==> src/rtl/ultra_sonic_array.sv <==
// ultra_sonic_array
//   Round-robin driver for N_CH HC-SR04-style ultrasonic sensors. A single
//   shared measurement engine triggers one enabled sensor at a time. It times
//   that sensor's echo pulse in clk cycles, or flags a no-echo timeout, and
//   then waits out a holdoff gap before moving on to the next channel.
//   Results, status and control sit on a 32-bit word-addressed register bus.
//
// Optional build macro: ULTRA_SONIC_IRQ_EN
//   Adds per-channel interrupt enables in CONTROL[30:16] and drives a
//   registered level interrupt. When the macro is absent, irq is tied to 0.
//
// Ports
//   clk         system clock
//   reset_all   synchronous active-high reset
//   echo_high   asynchronous echo inputs, one per sensor
//   pulse_out   trigger outputs, at most one high at a time
//   addr        word address
//   read_en     read strobe; read_data is valid one cycle later
//   write_en    write strobe
//   write_data  write data
//   read_data   registered read data; holds its value when read_en=0
//   irq         level interrupt
//
// Register map
//   0      STATUS   [15:0] ready, [31:16] timeout; a read clears them
//   1      CONTROL  [N_CH-1:0] enable mask, [30:16] irq enables,
//                   [31] write-1 soft restart
//   2+i    COUNT[i] zero-extended echo count of channel i
module ultra_sonic_array #(
  parameter int N_CH        = 4,
  parameter int COUNT_WIDTH = 24,
  parameter int TRIG_CYCLES = 500,
  parameter int TIMEOUT     = 1500000,
  parameter int GAP_CYCLES  = 50000,
  parameter int ADDR_W      = 5
) (
  input  logic              clk,
  input  logic              reset_all,
  input  logic [N_CH-1:0]   echo_high,
  output logic [N_CH-1:0]   pulse_out,
  input  logic [ADDR_W-1:0] addr,
  input  logic              read_en,
  input  logic              write_en,
  input  logic [31:0]       write_data,
  output logic [31:0]       read_data,
  output logic              irq
);

  localparam int CH_W = (N_CH > 1) ? $clog2(N_CH) : 1;

  typedef enum logic [2:0] {
    IDLE, TRIG, WAIT_ECHO, MEASURE, DONE_OK, DONE_TO, HOLDOFF
  } state_t;

  state_t                 state_reg, state_next;
  logic [CH_W-1:0]        ch_reg, ch_next, scan_ch;
  logic [31:0]            timer_reg, timer_next;
  logic [COUNT_WIDTH-1:0] cnt_reg, cnt_next;
  logic [N_CH-1:0]        mask_reg, ready_reg, ready_next, timeout_reg, timeout_next;
  logic [N_CH-1:0]        pulse_reg, pulse_next;
  logic [N_CH-1:0]        echo_sync, echo_rise, echo_shift, rise_shift, ch_onehot, scan_mask;
  logic [COUNT_WIDTH-1:0] count_mem [N_CH];
  logic [31:0]            read_data_reg, rd_mux, control_word;
  logic                   echo_sel, rise_sel, scan_found, ctrl_wr, restart, stat_rd;
  int                     scan_idx;
  logic                   unused_wdata;

  // Bits of write_data outside the mask, irq-enable and restart fields are don't-care.
  assign unused_wdata = ^write_data;

  assign ctrl_wr = write_en && (addr == ADDR_W'(1));
  assign restart = ctrl_wr && write_data[31];
  assign stat_rd = read_en && (addr == '0);

  // Per-channel 2-flop synchroniser plus one extra stage for edge detection,
  // and per-channel result register.
  for (genvar gi = 0; gi < N_CH; gi++) begin : g_ch
    logic                   s1_reg, s2_reg, s3_reg;
    logic [COUNT_WIDTH-1:0] count_reg;

    always_ff @(posedge clk) begin
      if (reset_all) begin
        s1_reg    <= 1'b0;
        s2_reg    <= 1'b0;
        s3_reg    <= 1'b0;
        count_reg <= '0;
      end else begin
        s1_reg <= echo_high[gi];
        s2_reg <= s1_reg;
        s3_reg <= s2_reg;
        if (ch_reg == CH_W'(gi)) begin
          if (state_reg == DONE_OK) count_reg <= cnt_reg;
          else if (state_reg == DONE_TO) count_reg <= '1;
        end
      end
    end

    assign echo_sync[gi] = s2_reg;
    assign echo_rise[gi] = s2_reg & ~s3_reg;
    assign count_mem[gi] = count_reg;
  end

  assign echo_shift = echo_sync >> ch_reg;
  assign rise_shift = echo_rise >> ch_reg;
  assign echo_sel   = echo_shift[0];
  assign rise_sel   = rise_shift[0];
  assign ch_onehot  = N_CH'(1) << ch_reg;

  // First enabled channel at or after ch_reg, wrapping around.
  always_comb begin
    scan_ch    = ch_reg;
    scan_found = 1'b0;
    scan_idx   = 0;
    scan_mask  = '0;
    for (int i = 0; i < N_CH; i++) begin
      scan_idx = int'(ch_reg) + i;
      if (scan_idx >= N_CH) scan_idx = scan_idx - N_CH;
      scan_mask = mask_reg >> scan_idx;
      if (!scan_found && scan_mask[0]) begin
        scan_ch    = CH_W'(scan_idx);
        scan_found = 1'b1;
      end
    end
  end

  // Engine next-state logic. timer_reg counts the trigger length, then the
  // combined WAIT_ECHO+MEASURE time, then the holdoff gap.
  always_comb begin
    state_next = state_reg;
    ch_next    = ch_reg;
    timer_next = timer_reg;
    cnt_next   = cnt_reg;
    case (state_reg)
      IDLE: begin
        if (mask_reg != '0) begin
          ch_next    = scan_ch;
          timer_next = '0;
          state_next = TRIG;
        end
      end
      TRIG: begin
        if (timer_reg >= 32'(TRIG_CYCLES - 1)) begin
          timer_next = '0;
          state_next = WAIT_ECHO;
        end else begin
          timer_next = timer_reg + 32'd1;
        end
      end
      WAIT_ECHO: begin
        timer_next = timer_reg + 32'd1;
        if (rise_sel) begin
          cnt_next   = '0;
          state_next = MEASURE;
        end else if (timer_reg >= 32'(TIMEOUT - 1)) begin
          state_next = DONE_TO;
        end
      end
      MEASURE: begin
        timer_next = timer_reg + 32'd1;
        if (!echo_sel) begin
          state_next = DONE_OK;
        end else if (timer_reg >= 32'(TIMEOUT - 1)) begin
          state_next = DONE_TO;
        end else if (cnt_reg != '1) begin
          cnt_next = cnt_reg + 1'b1;
        end
      end
      DONE_OK, DONE_TO: begin
        timer_next = '0;
        state_next = HOLDOFF;
      end
      HOLDOFF: begin
        if (timer_reg >= 32'(GAP_CYCLES - 1)) begin
          timer_next = '0;
          ch_next    = (ch_reg == CH_W'(N_CH - 1)) ? '0 : ch_reg + 1'b1;
          state_next = IDLE;
        end else begin
          timer_next = timer_reg + 32'd1;
        end
      end
      default: state_next = IDLE;
    endcase
    if (restart) begin
      state_next = IDLE;
      ch_next    = '0;
      timer_next = '0;
    end
  end

  // The trigger is registered so that it lines up exactly with the TRIG state.
  assign pulse_next = (state_next == TRIG) ? (N_CH'(1) << ch_next) : '0;

  // A STATUS read clears whatever was visible to it, while a completion
  // landing in that same cycle is applied afterwards and therefore survives.
  always_comb begin
    ready_next   = stat_rd ? '0 : ready_reg;
    timeout_next = stat_rd ? '0 : timeout_reg;
    if (state_reg == DONE_OK) begin
      ready_next   = ready_next | ch_onehot;
      timeout_next = timeout_next & ~ch_onehot;
    end else if (state_reg == DONE_TO) begin
      ready_next   = ready_next | ch_onehot;
      timeout_next = timeout_next | ch_onehot;
    end
  end

  always_comb begin
    rd_mux = '0;
    if (addr == '0) begin
      rd_mux = 32'(ready_reg) | (32'(timeout_reg) << 16);
    end else if (addr == ADDR_W'(1)) begin
      rd_mux = control_word;
    end
    for (int i = 0; i < N_CH; i++) begin
      if (int'(addr) == i + 2) rd_mux = 32'(count_mem[i]);
    end
  end

  always_ff @(posedge clk) begin
    if (reset_all) begin
      state_reg     <= IDLE;
      ch_reg        <= '0;
      timer_reg     <= '0;
      cnt_reg       <= '0;
      pulse_reg     <= '0;
      mask_reg      <= '0;
      ready_reg     <= '0;
      timeout_reg   <= '0;
      read_data_reg <= '0;
    end else begin
      state_reg   <= state_next;
      ch_reg      <= ch_next;
      timer_reg   <= timer_next;
      cnt_reg     <= cnt_next;
      pulse_reg   <= pulse_next;
      ready_reg   <= ready_next;
      timeout_reg <= timeout_next;
      if (ctrl_wr) mask_reg <= write_data[N_CH-1:0];
      if (read_en) read_data_reg <= rd_mux;
    end
  end

`ifdef ULTRA_SONIC_IRQ_EN
  logic [N_CH-1:0] irq_en_reg;
  logic            irq_reg;

  // Bit 31 of CONTROL is write-only (restart), so it always reads back as 0.
  assign control_word = (32'(mask_reg) | (32'(irq_en_reg) << 16)) & 32'h7FFF_FFFF;

  always_ff @(posedge clk) begin
    if (reset_all) begin
      irq_en_reg <= '0;
      irq_reg    <= 1'b0;
    end else begin
      if (ctrl_wr) irq_en_reg <= N_CH'(write_data[30:16]);
      irq_reg <= |(ready_reg & irq_en_reg);
    end
  end

  assign irq = irq_reg;
`else
  assign control_word = 32'(mask_reg);
  assign irq          = 1'b0;
`endif

  assign pulse_out = pulse_reg;
  assign read_data = read_data_reg;

endmodule

==> config.mk <==
export PLATFORM = sky130hd
export DESIGN_NAME = ultra_sonic_array
export DESIGN_NICKNAME = d
export VERILOG_FILES = /design/src/rtl/ultra_sonic_array.sv
export SDC_FILE = /design/constraint.sdc
export NUM_CORES = 1
export LEC_CHECK = 0
export CORE_MARGIN = 3
export CORE_UTILIZATION = 35
export DETAILED_ROUTE_END_ITERATION = 7
export GPL_ROUTABILITY_DRIVEN = 1
export PLACE_DENSITY_LB_ADDON = 0.25
export SYNTH_ARGS = -nofsm -noshare
export SYNTH_HDL_FRONTEND = slang
export SYNTH_SLANG_ARGS = --single-unit
==> constraint.sdc <==
create_clock -name clk -period 4.7 [get_ports clk]
set_input_delay 0.94 -clock clk [delete_from_list [all_inputs] [get_ports clk]]
set_output_delay 0.94 -clock clk [all_outputs]
set_load 0.02 [all_outputs]
==> results of run 1 <==
[kinds of logic (layout without fill, tap and decap cells)]
logic type	after synthesis	in the layout	share of synthesized area
AO/OA/AOI/OAI	196	196	0.1360
XOR/XNOR	24	24	0.02214
adder cells (fa/ha/maj)	8	8	0.01054
buffers and inverters	114	115	0.05297
flip-flops	209	209	0.4406
multiplexers	44	44	0.05851
other	1	9	0.0003949
AND/OR/NAND/NOR	573	573	0.2788
[worst max path at each step]
stage | cells after the start | end | slack [ns] | start
after floorplan | 11 | pulse_out[0] | 1.82 | ch_reg[0]
after global routing | 9 | pulse_out[2] | 1.38 | ch_reg[1]
after CTS | 10 | timer_reg[6] | 1.58 | addr[3]
final | 10 | timer_reg[6] | 1.62 | addr[3]
after detailed placement | 10 | timer_reg[6] | 1.06 | addr[3]
after global placement | 10 | timer_reg[6] | 1.07 | addr[3]
[power by group]
group	leakage [nW]	internal (mW)	switching (mW)
Sequential	1.69	1.79	0.0101
Clock	0.376	1.09	0.719
Combinational	1.96	0.0613	0.105
Total	4.03	2.94	0.835
[layout make-up]
| class | count | area [um^2] | area share |
|---|---|---|---|
| sequential | 209 | 4184 | 0.3863 |
| tap | 335 | 419.2 | 0.03870 |
| clock buffer | 37 | 709.4 | 0.06550 |
| multi-input combinational | 854 | 4845 | 0.4473 |
| clock inverter | 5 | 63.81 | 0.005891 |
| inverter | 10 | 37.54 | 0.003465 |
| timing repair buffer | 63 | 573.1 | 0.05291 |
[worst reg2reg max path: stages, from the launching register on]
cell	delay (ns)
dfxtp_1	0.30
buf_4	0.18
inv_1	0.15
ha_1	0.46
mux4_2	0.52
nor2b_1	0.14
o211ai_1	0.22
o2bb2ai_1	0.09
o21ai_0	0.61
and4_1	0.30
[cell usage in the layout, fill, tap and decap left out, types with 8 or more instances in the layout]
cell type / count
ha_1: 8
nand3_1: 29
nor3_1: 113
clkbuf_16: 24
nor2_1: 269
nor4_1: 8
nand2_1: 55
mux4_2: 8
mux2_2: 12
nand4_1: 10
a21oi_1: 55
or3_1: 15
a22oi_1: 24
dfxtp_1: 209
o21ai_0: 26
conb_1: 9
xnor2_1: 19
and3_1: 17
buf_4: 19
mux2i_1: 24
a31oi_1: 25
nor2b_1: 20
clkdlybuf4s50_1: 42
a211oi_1: 12
inv_1: 10
a221oi_1: 17
nand2b_1: 11
[metrics by stage]
step,instance area (um^2),util
floorplan,9525,-
global placement,10060,0.3817
detailed placement,10060,0.3817
CTS,10830,0.4110
global route,10830,0.4110
finish,10830,0.4110
[layer usage]
layer / global-route usage / share of wire / vias up
met3: 0.02518 / 0.052 / 25
met5: 0 / 0 / -
li1: - / - / 4068
met4: 0.03704 / 0.014 / 0
met2: 0.2541 / 0.44 / 188
met1: 0.2395 / 0.49 / 3828
==> flow_metrics.py, run 1 <==
metrics = {
    "timing": {
        "fin_crit_sh": 0.6549,
        "timing.final.hold_violations": 0,
        "fmax_mhz": 324.9,
        "worst_slew_margin_rel": 0.2171,
        "setup_violations": 0,
        "rsz0062_at_grt": "no",
        "worst_pin_slew_ns": 1.172,
        "fin_tns_setup_ns": 0,
        "holdWs_ns": 0.4330,
        "fin_skew_ns": 0.01223,
        "slew_viol_final": 0,
        "final.min_clock_period_ns": 3.078,
        "setup_slack_ns": 1.622,
    },
    "run_status": {
        "status": "finished, final reports clean",
    },
    "clock_network": {
        "htreeDepth": 1,
        "post_cts_buffers": 0,
        "clkTransAtPathRegs_ns": 0.06,
        "cts-root-buf": "clkbuf_16",
        "cts_max_path_buffers": 3,
        "clock-sinks": 209,
        "cts_buffers": 24,
        "post_cts_resized": 0,
        "hold_buffers": 0,
        "clk_latency_ns": 0.51,
        "cts_tree": "done",
    },
    "yosys": {
        "syn_area_um2": 9495,
        "ys_ff_latch": 209,
        "yosys.area.top_type": "dfxtp_1",
        "synthArstFlopShare": 0,
        "synth_common_cells": "nor2_1 (269), dfxtp_1 (209), nor3_1 (113)",
        "synthDistinctLibCells": 62,
        "syn_inst": 1169,
        "synth_most_common_cell": "nor2_1",
        "ys_warn_count": 0,
        "seq_area_frac_synth": 0.4406,
        "synth.area.top_cells": "dfxtp_1 (44%), nor2_1 (11%), nor3_1 (6.0%), a21oi_1 (2.9%), clkbuf_1 (2.8%)",
        "synth_edf_count": 0,
        "avgSynthCellArea_um2": 8.123,
        "synthFlopType": "dfxtp_1",
        "synth_top_area_frac": 0.4406,
    },
    "global_routing": {
        "grt_max_degree": 73,
        "antenna_found_initial": 0,
        "track_usage": 0.1635,
        "grt_pass1_vias": 7393,
        "grt_pass1_wl_mm": 39.56,
        "overflow": 0,
    },
    "floorplan": {
        "die_w_um": 170.7,
        "start_util": 0.3603,
        "dieArea_um2": 29140,
        "die_h_um": 170.7,
        "core_area_um2": 26350,
        "pin_count": 82,
        "fp-row-count": 59,
    },
    "route": {
        "antenna_left": 0,
        "dr.pass1.iters": 5,
        "remaining_drc_errors": 0,
        "drt_iter0_drc": 517,
        "wirelength_mm": 24.10,
        "via_count": 8109,
        "wire_per_inst_um": 15.93,
        "routed_via_density": 5.360,
    },
    "worst_setup_path": {
        "critPathKind": "input pin to flop",
        "cp_max_fo": 42,
        "rrSetupSlack_ns": 1.66,
        "cpPeakStageDelay_ns": 0.44,
        "end_kind": "flop",
        "crit_buf_inv": 3,
        "rr_worst_depth": 9,
        "r2r-end": "pulse_out[0]",
        "critPathMostFrequentCell": "buf_4",
        "arrival_ns": 3.48,
        "crit_chain": "clkdlybuf4s50_1 -> nor3_1 -> buf_4 -> and4b_1 -> nand2_1 -> nand2b_1 -> a21oi_4 -> buf_4 -> a21o_1 -> a22o_1",
        "cpMaxStageDelayCell": "and4b_1",
        "cpLargestDelayFamily": "simple AND/OR/NAND/NOR gates",
        "critPathLaunchType": "input pin",
        "cp_data_required_time_ns": 5.11,
        "timing.rr.start": "ch_reg[1]",
    },
    "power": {
        "leakage_nw": 4.027,
        "ir_drop_mv": 0.2604,
        "p_per_area_nw_per_um2": 348.3,
        "finalPower_mw": 3.773,
    },
    "hold_path": {
        "min_path_cells": 1,
        "hp-start": "g_ch[3].s1_reg",
        "hold_class": "flop to flop",
        "hold_path_end": "g_ch[3].s2_reg",
    },
    "finish": {
        "nNetsFinal": 1215,
        "syn_to_final_growth_pct": 14.07,
        "largest_register_ffs": 96,
        "final_cells": 1513,
        "drive_gt1_frac": 0.06961,
        "n_antenna_cell": 0,
        "fillers": 2625,
    },
    "placement": {
        "preCtsSetupSlack_ns": 1.058,
        "gp_congestion": 0.7939,
        "place.detailed.hpwl_mm": 14.87,
        "place_inst": 1471,
        "port_buffers": 45,
    },
    "run": {
        "maxCapViolations": 0,
    },
}
Power figures use the tool's default switching activity.
==> inputs of run 2 (changes only) <==
==> constraint.sdc (replaced) <==
create_clock -name clk -period 2.6 [get_ports clk]
set_input_delay 0.52 -clock clk [delete_from_list [all_inputs] [get_ports clk]]
set_output_delay 0.52 -clock clk [all_outputs]
set_load 0.02 [all_outputs]
==> flow_metrics.py, run 2 (synthesis gave the netlist of run 1 again) <==
metrics = {
    "timing": {
        "worst_slew_margin_rel": 0.4869,
        "fin_skew_ns": 0.02158,
        "fmax_mhz": 400.8,
        "timing.final.hold_violations": 0,
        "final.min_clock_period_ns": 2.495,
        "worst_pin_slew_ns": 0.7696,
        "setup_violations": 0,
        "setup_slack_ns": 0.1049,
        "holdWs_ns": 0.3043,
        "slew_viol_final": 0,
        "rsz0062_at_grt": "yes",
        "fin_crit_sh": 0.9596,
    },
    "clock_network": {
        "cts_max_path_buffers": 3,
        "cts_tree": "done",
        "htreeDepth": 1,
        "hold_buffers": 0,
        "clock-sinks": 209,
        "clk_latency_ns": 0.52,
        "cts_buffers": 24,
        "cts-root-buf": "clkbuf_16",
        "clkTransAtPathRegs_ns": 0.06,
    },
    "placement": {
        "place.detailed.hpwl_mm": 15.73,
        "preCtsSetupSlack_ns": -0.2389,
        "place_area_um2": 10620,
        "gp_congestion": 0.8041,
        "port_buffers": 45,
    },
    "global_routing": {
        "track_usage": 0.1663,
        "overflow": 0,
        "grt_pass1_vias": 7740,
        "grt_max_degree": 70,
        "grt_pass1_wl_mm": 40.18,
        "antenna_found_initial": 0,
    },
    "route": {
        "routed_via_density": 5.236,
        "antenna_left": 0,
        "drt_iter0_drc": 498,
        "wire_per_inst_um": 15.66,
        "dr.pass1.iters": 5,
        "wirelength_mm": 24.79,
        "remaining_drc_errors": 0,
        "via_count": 8288,
    },
    "floorplan": {
        "die_h_um": 170.7,
        "pin_count": 82,
        "die_w_um": 170.7,
        "start_util": 0.3603,
        "core_area_um2": 26350,
        "dieArea_um2": 29140,
        "fp-row-count": 59,
    },
    "finish": {
        "syn_to_final_growth_pct": 20.99,
        "fillers": 2579,
        "largest_register_ffs": 96,
        "nNetsFinal": 1285,
        "layout_commonest_cell": "nor2_1",
        "final_cell_mix": "nor2_1 (269), dfxtp_1 (208), nor3_1 (113), buf_4 (82), nand2_1 (55)",
        "fin_area_um2": 11490,
        "drive_gt1_frac": 0.1322,
        "n_antenna_cell": 0,
        "utilization": 0.4359,
    },
    "worst_setup_path": {
        "critPathLaunchType": "flop",
        "cp_max_fo": 13,
        "cpLargestDelayFamily": "compound AO/OA/AOI/OAI gates",
        "cp_data_required_time_ns": 3.03,
        "end_kind": "flop",
        "crit_chain": "or4_4 -> a311o_1 -> nor4_4 -> a31oi_2 -> a21oi_4 -> buf_4 -> clkbuf_16 -> nand2_1 -> a31oi_1",
        "critPathKind": "flop to flop",
        "cpPeakStageDelay_ns": 0.55,
        "cpMaxStageDelayCell": "or4_4",
        "crit_buf_inv": 2,
        "arrival_ns": 2.92,
    },
    "power": {
        "p_per_area_nw_per_um2": 599.8,
        "finalPower_mw": 6.891,
        "leakage_nw": 4.425,
        "ir_drop_mv": 0.3693,
    },
    "run": {
        "maxCapViolations": 0,
    },
    "hold_path": {
        "hold_class": "input pin to flop",
    },
    "run_status": {
        "status": "finished, final reports clean",
    },
}
## run 2: cell types whose count changed in the layout (fill, tap and decap cells not counted), moves of 2 or more
cell	previous run	this run
clkinv_2	2	6
buf_12	0	5
clkbuf_1	7	2
buf_4	19	82
ha_2	0	2
ha_1	8	6
## run 2: final timing paths
path | start | endpoint | slack [ns] | cells past startpoint
max | timer_reg[10] | timer_reg[4] | 0.10 | 9
max reg2reg | timer_reg[10] | timer_reg[4] | 0.10 | 9
min reg2reg | g_ch[3].s1_reg | g_ch[3].s2_reg | 0.43 | 1
min | read_en | read_data[2] | 0.30 | 2
## run 2: area by class of cell
cell class,count,area (um^2),share of cell area
flip-flops and latches,209,4185,0.3643
well taps,335,419.2,0.03648
repair buffers,133,1182,0.1029
multi-input cells,854,4876,0.4244
clock inverters,9,83.83,0.007297
clock buffers,33,704.4,0.06132
inverters,10,37.54,0.003267
## run 2: power breakdown
group          total [mW]  switching (mW)  internal (mW)
clock network        3.31            1.32           1.99
logic               0.336           0.202          0.134
registers            3.24          0.0128           3.23
total                6.89            1.54           5.35
## run 2: layer usage
| layer | part of all wire | global-route usage | vias to the layer above |
|---|---|---|---|
| li1 | - | - | 4206 |
| met1 | 0.49 | 0.2392 | 3896 |
| met2 | 0.45 | 0.2619 | 162 |
| met3 | 0.052 | 0.02750 | 24 |
| met4 | 0.013 | 0.03880 | 0 |
| met5 | 0 | 0 | - |
## run 2: repair_timing
| action | CTS | global route |
|---|---|---|
| endpoints found under the hold margin | 0 | 0 |
| setup endpoints to repair | 0 | 15 |
| setup buffers | 0 | 3 |
| resized for setup | 0 | 8 |
## run 2: metrics by stage
step	TNS, ns	instances
floorplan	0	1177
global placement	-4.453	1537
detailed placement	-4.246	1537
CTS	0	1579
global route	-0.1308	1583
finish	0	1583
